### src/rtl/pulse_pkg.sv
// rtl/pulse_pkg.sv - shared types and defaults for the pulse stretcher
// Purpose: FSM state encoding, default phase lengths and a small helper
// used to size the phase counter. No ports.
package pulse_pkg;

  typedef enum logic [1:0] {
    IDLE = 2'd0,
    ON   = 2'd1,
    OFF  = 2'd2
  } state_t;

  // 10 ms high / 5 ms minimum gap at a 10 MHz clock
  localparam int HIGH_CYC_DEF = 100000;
  localparam int LOW_CYC_DEF  = 50000;

  function automatic int max_int(input int a, input int b);
    return (a > b) ? a : b;
  endfunction

endpackage

### src/rtl/edge_detect.sv
// rtl/edge_detect.sv - single-cycle rising-edge detector
// Purpose: flags the first cycle of each high level on d.
// Ports:
//   clk   in  system clock
//   reset in  synchronous active-high reset (previous level forced low)
//   d     in  level to watch
//   rise  out high for the cycle where d=1 and the registered d was 0
module edge_detect (
  input  logic clk,
  input  logic reset,
  input  logic d,
  output logic rise
);

  logic prev;

  // prev is cleared in reset so a level held through release counts once
  always_ff @(posedge clk) begin
    if (reset) prev <= 1'b0;
    else       prev <= d;
  end

  assign rise = d & ~prev;

endmodule

### src/rtl/pulse_stretcher.sv
// rtl/pulse_stretcher.sv - stretches event strobes into visible pulses
// Purpose: each rising edge of pulso yields one HIGH_CYC-long salida pulse
// followed by at least LOW_CYC cycles low; events arriving while a pulse
// is in progress are queued in a saturating counter.
// Ports:
//   clk     in  system clock
//   reset   in  synchronous active-high reset
//   pulso   in  event strobe (one event per rising edge)
//   clr_ovf in  clears the overflow flag
//   salida  out stretched pulse, registered
//   busy    out high whenever the FSM is not IDLE, registered
//   pend    out queued events not yet started
//   ovf     out sticky: an event was dropped because pend was full
module pulse_stretcher
  import pulse_pkg::*;
#(
  parameter int HIGH_CYC = HIGH_CYC_DEF,
  parameter int LOW_CYC  = LOW_CYC_DEF,
  parameter int PEND_W   = 4
) (
  input  logic              clk,
  input  logic              reset,
  input  logic              pulso,
  input  logic              clr_ovf,
  output logic              salida,
  output logic              busy,
  output logic [PEND_W-1:0] pend,
  output logic              ovf
);

  localparam int CNT_W = $clog2(max_int(HIGH_CYC, LOW_CYC) + 1);

  localparam logic [CNT_W-1:0]  HIGH_LD  = CNT_W'(HIGH_CYC - 1);
  localparam logic [CNT_W-1:0]  LOW_LD   = CNT_W'(LOW_CYC - 1);
  localparam logic [CNT_W-1:0]  CNT_ONE  = CNT_W'(1);
  localparam logic [PEND_W-1:0] PEND_ONE = PEND_W'(1);
  localparam logic [PEND_W-1:0] PEND_MAX = '1;

  state_t           state;
  logic [CNT_W-1:0] cnt;
  logic             ev;
  logic             start;
  logic             inc;
  logic             dec;
  logic             drop;

  edge_detect u_edge (
    .clk   (clk),
    .reset (reset),
    .d     (pulso),
    .rise  (ev)
  );

  // A pulse starts from IDLE or from the last OFF cycle whenever there is
  // something to show. A new event at that moment is what gets consumed,
  // so only a start without a new event draws on the queue; both orders
  // of consumption give the same count.
  always_comb begin
    start = 1'b0;
    if ((ev || pend != '0) &&
        (state == IDLE || (state == OFF && cnt == '0)))
      start = 1'b1;
    inc  = ev && !start;
    dec  = start && !ev;
    drop = inc && (pend == PEND_MAX);
  end

  always_ff @(posedge clk) begin
    if (reset) begin
      state  <= IDLE;
      cnt    <= '0;
      salida <= 1'b0;
      busy   <= 1'b0;
    end else begin
      case (state)
        IDLE: begin
          if (start) begin
            state  <= ON;
            cnt    <= HIGH_LD;
            salida <= 1'b1;
            busy   <= 1'b1;
          end
        end
        ON: begin
          if (cnt == '0) begin
            state  <= OFF;
            cnt    <= LOW_LD;
            salida <= 1'b0;
          end else begin
            cnt <= cnt - CNT_ONE;
          end
        end
        OFF: begin
          if (cnt == '0) begin
            if (start) begin
              state  <= ON;
              cnt    <= HIGH_LD;
              salida <= 1'b1;
            end else begin
              state <= IDLE;
              busy  <= 1'b0;
            end
          end else begin
            cnt <= cnt - CNT_ONE;
          end
        end
        default: begin
          state  <= IDLE;
          cnt    <= '0;
          salida <= 1'b0;
          busy   <= 1'b0;
        end
      endcase
    end
  end

  // inc and dec are mutually exclusive by construction
  always_ff @(posedge clk) begin
    if (reset) begin
      pend <= '0;
      ovf  <= 1'b0;
    end else begin
      if (inc && !drop) pend <= pend + PEND_ONE;
      else if (dec)     pend <= pend - PEND_ONE;

      // a drop in the same cycle outranks the clear
      if (drop)         ovf <= 1'b1;
      else if (clr_ovf) ovf <= 1'b0;
    end
  end

endmodule
### config.mk
export PLATFORM = sky130hd
export DESIGN_NAME = pulse_stretcher
export DESIGN_NICKNAME = d
export VERILOG_FILES = /design/src/rtl/pulse_pkg.sv /design/src/rtl/edge_detect.sv /design/src/rtl/pulse_stretcher.sv
export SDC_FILE = /design/constraint.sdc
export NUM_CORES = 1
export LEC_CHECK = 0
export CORE_ASPECT_RATIO = 0.5
export CORE_UTILIZATION = 40
export DETAILED_ROUTE_END_ITERATION = 8
export HOLD_SLACK_MARGIN = 0.03
export PLACE_DENSITY_LB_ADDON = 0.05
export SYNTH_ARGS = -nofsm -noshare
export SYNTH_HDL_FRONTEND = slang
export SYNTH_SLANG_ARGS = --single-unit
### constraint.sdc
create_clock -name clk -period 3.7 [get_ports clk]
set_input_delay 0.555 -clock clk [delete_from_list [all_inputs] [get_ports clk]]
set_output_delay 0.555 -clock clk [all_outputs]
set_load 0.01 [all_outputs]
==> reports/qor.yml, run 1 <==
critPathLaunch: "cnt[4]$_SDFF_PP0_"
diodes: 0
synth_top_family_by_area: "compound AO/OA/AOI/OAI gates"
p_per_area_nw_per_um2: 719.6
synth-seq-cells: 27
cp.required_ns: 3.86
io_pins: 11
worst_slack_ns: 0.6291
period_share_pct: 83.00
vias_per_cell: 6.097
path_class: "flip-flop to flip-flop"
met2_usage_pct: 33.09
layout_commonest_cell: "dfxtp_1"
fin_skew_ns: 0.004501
rsz0062_at_grt: "no"
fin_crit_ns: 3.071
seq_area_frac_synth_pct: 31.26
fin_util_pct: 48.41
worstPathMaxFanout: 11
synth.yosys.warnings: 0
grt_max_degree: 19
max_freq_mhz: 325.6
num-nets-final: 234
cts.root.buffer_cell: "clkbuf_8"
clockBufferDepth: 2
fill_cells: 406
syn_avg_cell_area_um2: 8.080
vias: 1695
mostFrequentLayoutCells: "dfxtp_1, nor2_1, a21oi_1"
clock_latency_ns: 0.27
synth_mux_area_share_pct: 3.039
status: "completed"
ys_types: 56
worstPathArrival_ns: 3.23
numPortBuffers: 10
first_global_vias: 1558
synth_simple_gate_area_share_pct: 25.62
r2r-start: "cnt[4]$_SDFF_PP0_"
overflow: 0
worstMarginPinSlew_ns: 0.7388
syn_nets: 223
rr_worst_depth: 10
worst_setup_path_start_kind: "flip-flop"
place_area_um2: 1903
routed_wl_mm: 4.665
setup_viol: 0
grt_use_met3_pct: 7.862
relSlewSlack_pct: 50.29
drc: 0
end_kind: "flip-flop"
layout-drive-gt1-share_pct: 7.143
hpwlAfterDp_mm: 3.447
dr.pass1.iters: 4
yosys_most_used_dff: "dfxtp_1"
finalPower_mw: 1.402
async_flop_share_pct: 0
std_cell_rows: 16
dieArea_um2: 4606
ant_nets: 0
drv_cap: 0
syn-cell-area_um2: 1729
path_clk_slew_ns: 0.10
min_path_type: "flip-flop to flip-flop"
drt_iter0_markers: 88
synth-edff-count: 0
start_util_pct: 42.97
synth_cells: 214
cts_buffers: 3
hold_depth: 1
wl_per_cell_um: 16.78
cts_resized: 0
ff2ff_setup_slack_ns: 0.63
cts_num_sinks: 27
yosys.area_share.xor_xnor_pct: 1.520
gp_congestion: 0.9043
synthAdderAreaFrac_pct: 4.052
die_w_um: 94.98
leakage_nw: 0.7264
finalMaxSlewViolations: 0
cts_tree: "done"
cts_htree_levels: 1
grt_antenna_before_repair: 0
irDropWorstVdd_uv: 315.8
core-area_um2: 4024
postCtsHoldBufs: 0
track_usage_pct: 22.05
min_to: "cnt[13]$_SDFF_PP0_"
grt_pass1_wl_mm: 7.872
final.setup.tns_ns: 0
gr-usage-met1_pct: 30.81
post_cts_buffers: 0
top_usage_layer: "met2"
syn_to_final_growth_pct: 12.66
final_cell_area_um2: 1948
post-place-ws_ns: 0.6408
hp-start: "cnt[13]$_SDFF_PP0_"
hold_viol_final: 0
die_y_um: 48.49
synth-compound-area-share_pct: 29.02
r2r_end: "pend[3]$_SDFFE_PP0P_"
## layer usage
layer	share of wire, %	routed length, um
met3	8.1	376
met1	49	2270
met2	43	2004
met5	0	0
met4	0.28	13
## how the worst max path moves through the flow
stage / to / slack, ns / cells past startpoint
after floorplan: pend[3]$_SDFFE_PP0P_ / 0.90 / 12
after global placement: pend[3]$_SDFFE_PP0P_ / 0.78 / 10
after detailed placement: pend[3]$_SDFFE_PP0P_ / 0.64 / 10
after CTS: pend[3]$_SDFFE_PP0P_ / 0.64 / 10
after global routing: pend[3]$_SDFFE_PP0P_ / 0.48 / 10
final: pend[3]$_SDFFE_PP0P_ / 0.63 / 10
## cell usage after synthesis, types with 5 or more instances
| library cell | instances | area (um2) |
|---|---|---|
| nor2_1 | 19 | 71.32 |
| nor2b_1 | 6 | 37.54 |
| nand2_1 | 13 | 48.80 |
| nor3_1 | 7 | 35.03 |
| clkbuf_1 | 8 | 30.03 |
| inv_1 | 11 | 41.29 |
| dfxtp_1 | 27 | 540.5 |
| a31oi_1 | 6 | 37.54 |
| nor4_1 | 6 | 37.54 |
| nand2b_1 | 5 | 31.28 |
| o21ai_0 | 9 | 45.04 |
| nand3_1 | 6 | 30.03 |
| a21oi_1 | 16 | 80.08 |
## layout make-up
class	instances	area [um2]	share of cell area [%]
Clock buffer	4	45.04	2.312
Multi-Input combinational cell	164	1094	56.13
Timing Repair Buffer	18	160.2	8.221
Inverter	11	41.29	2.119
Sequential cell	27	540.5	27.75
Tap cell	54	67.56	3.468
## state kept, by name, summed over array words and instances, names as in the netlist
signal / count
cnt: 17
busy: 1
salida: 1
u_edge.prev: 1
state: 2
pend: 4
ovf: 1
## worst max-delay path, stage by stage (launching register included)
cell     delay (ns)
dfxtp_1        0.35
or4_1          0.66
or3_4          0.41
o31a_1         0.39
nand2_1        0.18
ha_1           0.25
a21o_1         0.17
a21oi_1        0.27
nor3_1         0.09
nand3_1        0.09
nand4_1        0.09
## power breakdown
group          switching, mW  total [mW]  internal (mW)
registers              0.117       0.493          0.377
logic                  0.428       0.735          0.307
clock network         0.0962       0.174         0.0773
## through the flow
stage / instances / hold WS (ns)
global placement: 274 / 0.4636
CTS: 278 / 0.4965
floorplan: 214 / 0.4391
detailed placement: 274 / 0.4774
global route: 278 / 0.5400
finish: 278 / 0.4933
## cell families after synthesis
logic type / count (synthesis)
simple gates: 83
compound gates: 68
flops: 27
fa+ha+maj: 5
buf+inv: 23
mux: 5
xor+xnor: 3
Power figures use the tool's default switching activity.
==> run 2: changes to the inputs <==
==> constraint.sdc (replaced) <==
create_clock -name clk -period 2.5 [get_ports clk]
set_input_delay 0.375 -clock clk [delete_from_list [all_inputs] [get_ports clk]]
set_output_delay 0.375 -clock clk [all_outputs]
set_load 0.01 [all_outputs]
==> reports/qor.yml, run 2 (same netlist as run 1, synthesis figures left out) <==
gp_congestion: 0.8361  # was 0.9043
min_path_type: "flip-flop to flip-flop"  # unchanged
met2_usage_pct: 30.34  # was 33.09%
relSlewSlack_pct: 67.90  # was 50.29%
std_cell_rows: 16  # unchanged
ant_nets: 0  # unchanged
violations: "setup timing"
dieArea_um2: 4606  # unchanged
post-place-ws_ns: -0.03698  # was 0.6408 ns
finalPower_mw: 2.274  # was 1.402 mW
worstPathArrival_ns: 2.79  # was 3.23 ns
period_share_pct: 102.1  # was 83.00%
max_freq_mhz: 391.7  # was 325.6 MHz
clockBufferDepth: 2  # unchanged
regMostFlops: "cnt"  # unchanged
end_kind: "flip-flop"  # unchanged
layout_commonest_cell: "dfxtp_1"  # unchanged
grt_pass1_wl_mm: 7.790  # was 7.872 mm
drv_cap: 0  # unchanged
worst_setup_path_start_kind: "flip-flop"  # unchanged
cpPeakStageDelay_ns: 0.53  # was 0.66 ns
largestRegisters: "cnt (17), pend (4), state (2)"  # unchanged
vias_per_cell: 5.922  # was 6.097
hpwlAfterDp_mm: 3.493  # was 3.447 mm
io_pins: 11  # unchanged
finalMaxSlewViolations: 0  # unchanged
leakage_nw: 0.8051  # was 0.7264 nW
cts.root.buffer_cell: "clkbuf_8"  # unchanged
place_area_um2: 2014  # was 1903 um2
cts_buffers: 3  # unchanged
grt_antenna_before_repair: 0  # unchanged
routed_wl_mm: 4.705  # was 4.665 mm
largest_register_ffs: 17  # unchanged
gr-usage-met1_pct: 34.41  # was 30.81%
numPortBuffers: 10  # unchanged
dr.pass1.iters: 4  # unchanged
fin_skew_ns: 0.006506  # was 0.004501 ns
mostFrequentLayoutCells: "dfxtp_1, buf_4, nor2_1"  # was dfxtp_1, nor2_1, a21oi_1
cts_num_sinks: 27  # unchanged
irDropWorstVdd_uv: 511.8  # was 315.8 uV
die_w_um: 94.98  # unchanged
setup_viol: 1  # was 0
first_global_vias: 1532  # was 1558
path_class: "flip-flop to flip-flop"  # unchanged
path_clk_slew_ns: 0.10  # about the same
clock_latency_ns: 0.29  # was 0.27 ns
layout-drive-gt1-share_pct: 15.06  # was 7.143%
p_per_area_nw_per_um2: 1093  # was 719.6 nW/um2
cp_top_family: "simple AND/OR/NAND/NOR gates"  # unchanged
path_common_cell: "nand4_1"
cp.required_ns: 2.74  # was 3.86 ns
rsz0062_at_grt: "yes"  # was no
worstPathMaxFanout: 3  # was 11
cts_htree_levels: 1  # unchanged
worst_slack_ns: -0.05304  # was 0.6291 ns
grt_use_met3_pct: 4.717  # was 7.862%
wl_per_cell_um: 16.06  # was 16.78 um
final_cell_area_um2: 2081  # was 1948 um2
num-nets-final: 249  # was 234
hold_viol_final: 0  # unchanged
drt_iter0_markers: 143  # was 88
overflow: 0  # unchanged
postCtsHoldBufs: 0  # unchanged
start_util_pct: 42.97  # unchanged
top_usage_layer: "met1"  # was met2
diodes: 0  # unchanged
die_y_um: 48.49  # unchanged
grt_max_degree: 19  # unchanged
status: "finished with violations"  # was completed
cts_tree: "done"  # unchanged
slowest_stage: "or4_4"  # was or4_1
syn_to_final_growth_pct: 20.33  # was 12.66%
worstMarginPinSlew_ns: 0.4793  # was 0.7388 ns
crit_buf_inv: 1  # was 0
core-area_um2: 4024  # unchanged
path_cells: "or4_4 > or3_4 > o31a_1 > nand2_2 > ha_1 > a21o_1 > a21oi_4 > buf_4 > nand4_1 > nand4_1"  # was or4_1 > or3_4 > o31a_1 > nand2_1 > ha_1 > a21o_1 > a21oi_1 > nor3_1 > nand3_1 > nand4_1
vias: 1735  # was 1695
drc: 0  # unchanged
fin_crit_ns: 2.553  # was 3.071 ns
track_usage_pct: 21.96  # was 22.05%
final.setup.tns_ns: -0.05304  # was 0 ns
==> run 2: changes by cell type in the layout (fill, tap and decap cells not counted), sizes merged <==
cell    previous run  this run
clkbuf             4         3
clkinv             0         1
buf                8        23
==> run 2: final cells by class <==
| class | instances | area (um2) |
|---|---|---|
| Clock inverter | 1 | 5.005 |
| Fill cell | 379 | 1943 |
| Timing Repair Buffer | 33 | 272.8 |
| Clock buffer | 3 | 41.29 |
| Inverter | 11 | 41.29 |
| Multi-Input combinational cell | 164 | 1111 |
| Sequential cell | 27 | 541.8 |
| Tap cell | 54 | 67.56 |
==> run 2: timing repair <==
action,in CTS,in global routing
pin swaps,0,1
resized for setup,1,2
buffers inserted,0,1
setup endpoints to repair,1,2
==> run 2: where the power goes <==
group / internal [mW] / leakage, nW / switching (mW)
logic: 0.590 / 0.556 / 0.701
clock network: 0.112 / 0.0255 / 0.156
registers: 0.559 / 0.223 / 0.156
total: 1.26 / 0.805 / 1.01
==> run 2: metrics by stage <==
step	hold slack [ns]	utilization, %	cells
after floorplan	0.4391	-	214
after detailed placement	0.4920	50.06	288
after global routing	0.5404	51.71	293
after global placement	0.4752	50.06	288
after CTS	0.5152	51.31	292
final	0.5082	51.71	293
==> run 2: final timing paths <==
check / startpoint / endpoint / slack (ns) / depth (start not counted)
worst max-delay path: cnt[4]$_SDFF_PP0_ / pend[3]$_SDFFE_PP0P_ / -0.05 / 10
worst min-delay path: cnt[13]$_SDFF_PP0_ / cnt[13]$_SDFF_PP0_ / 0.51 / 1
worst max register to register: cnt[4]$_SDFF_PP0_ / pend[3]$_SDFFE_PP0P_ / -0.05 / 10
worst min register to register: cnt[13]$_SDFF_PP0_ / cnt[13]$_SDFF_PP0_ / 0.51 / 1
==> run 2: routing by layer <==
layer / wire length [um] / vias to the layer above
li1: - / 864
met2: 1803 / 66
met1: 2515 / 798
met3: 328 / 7
met5: 0 / -
met4: 58 / 0
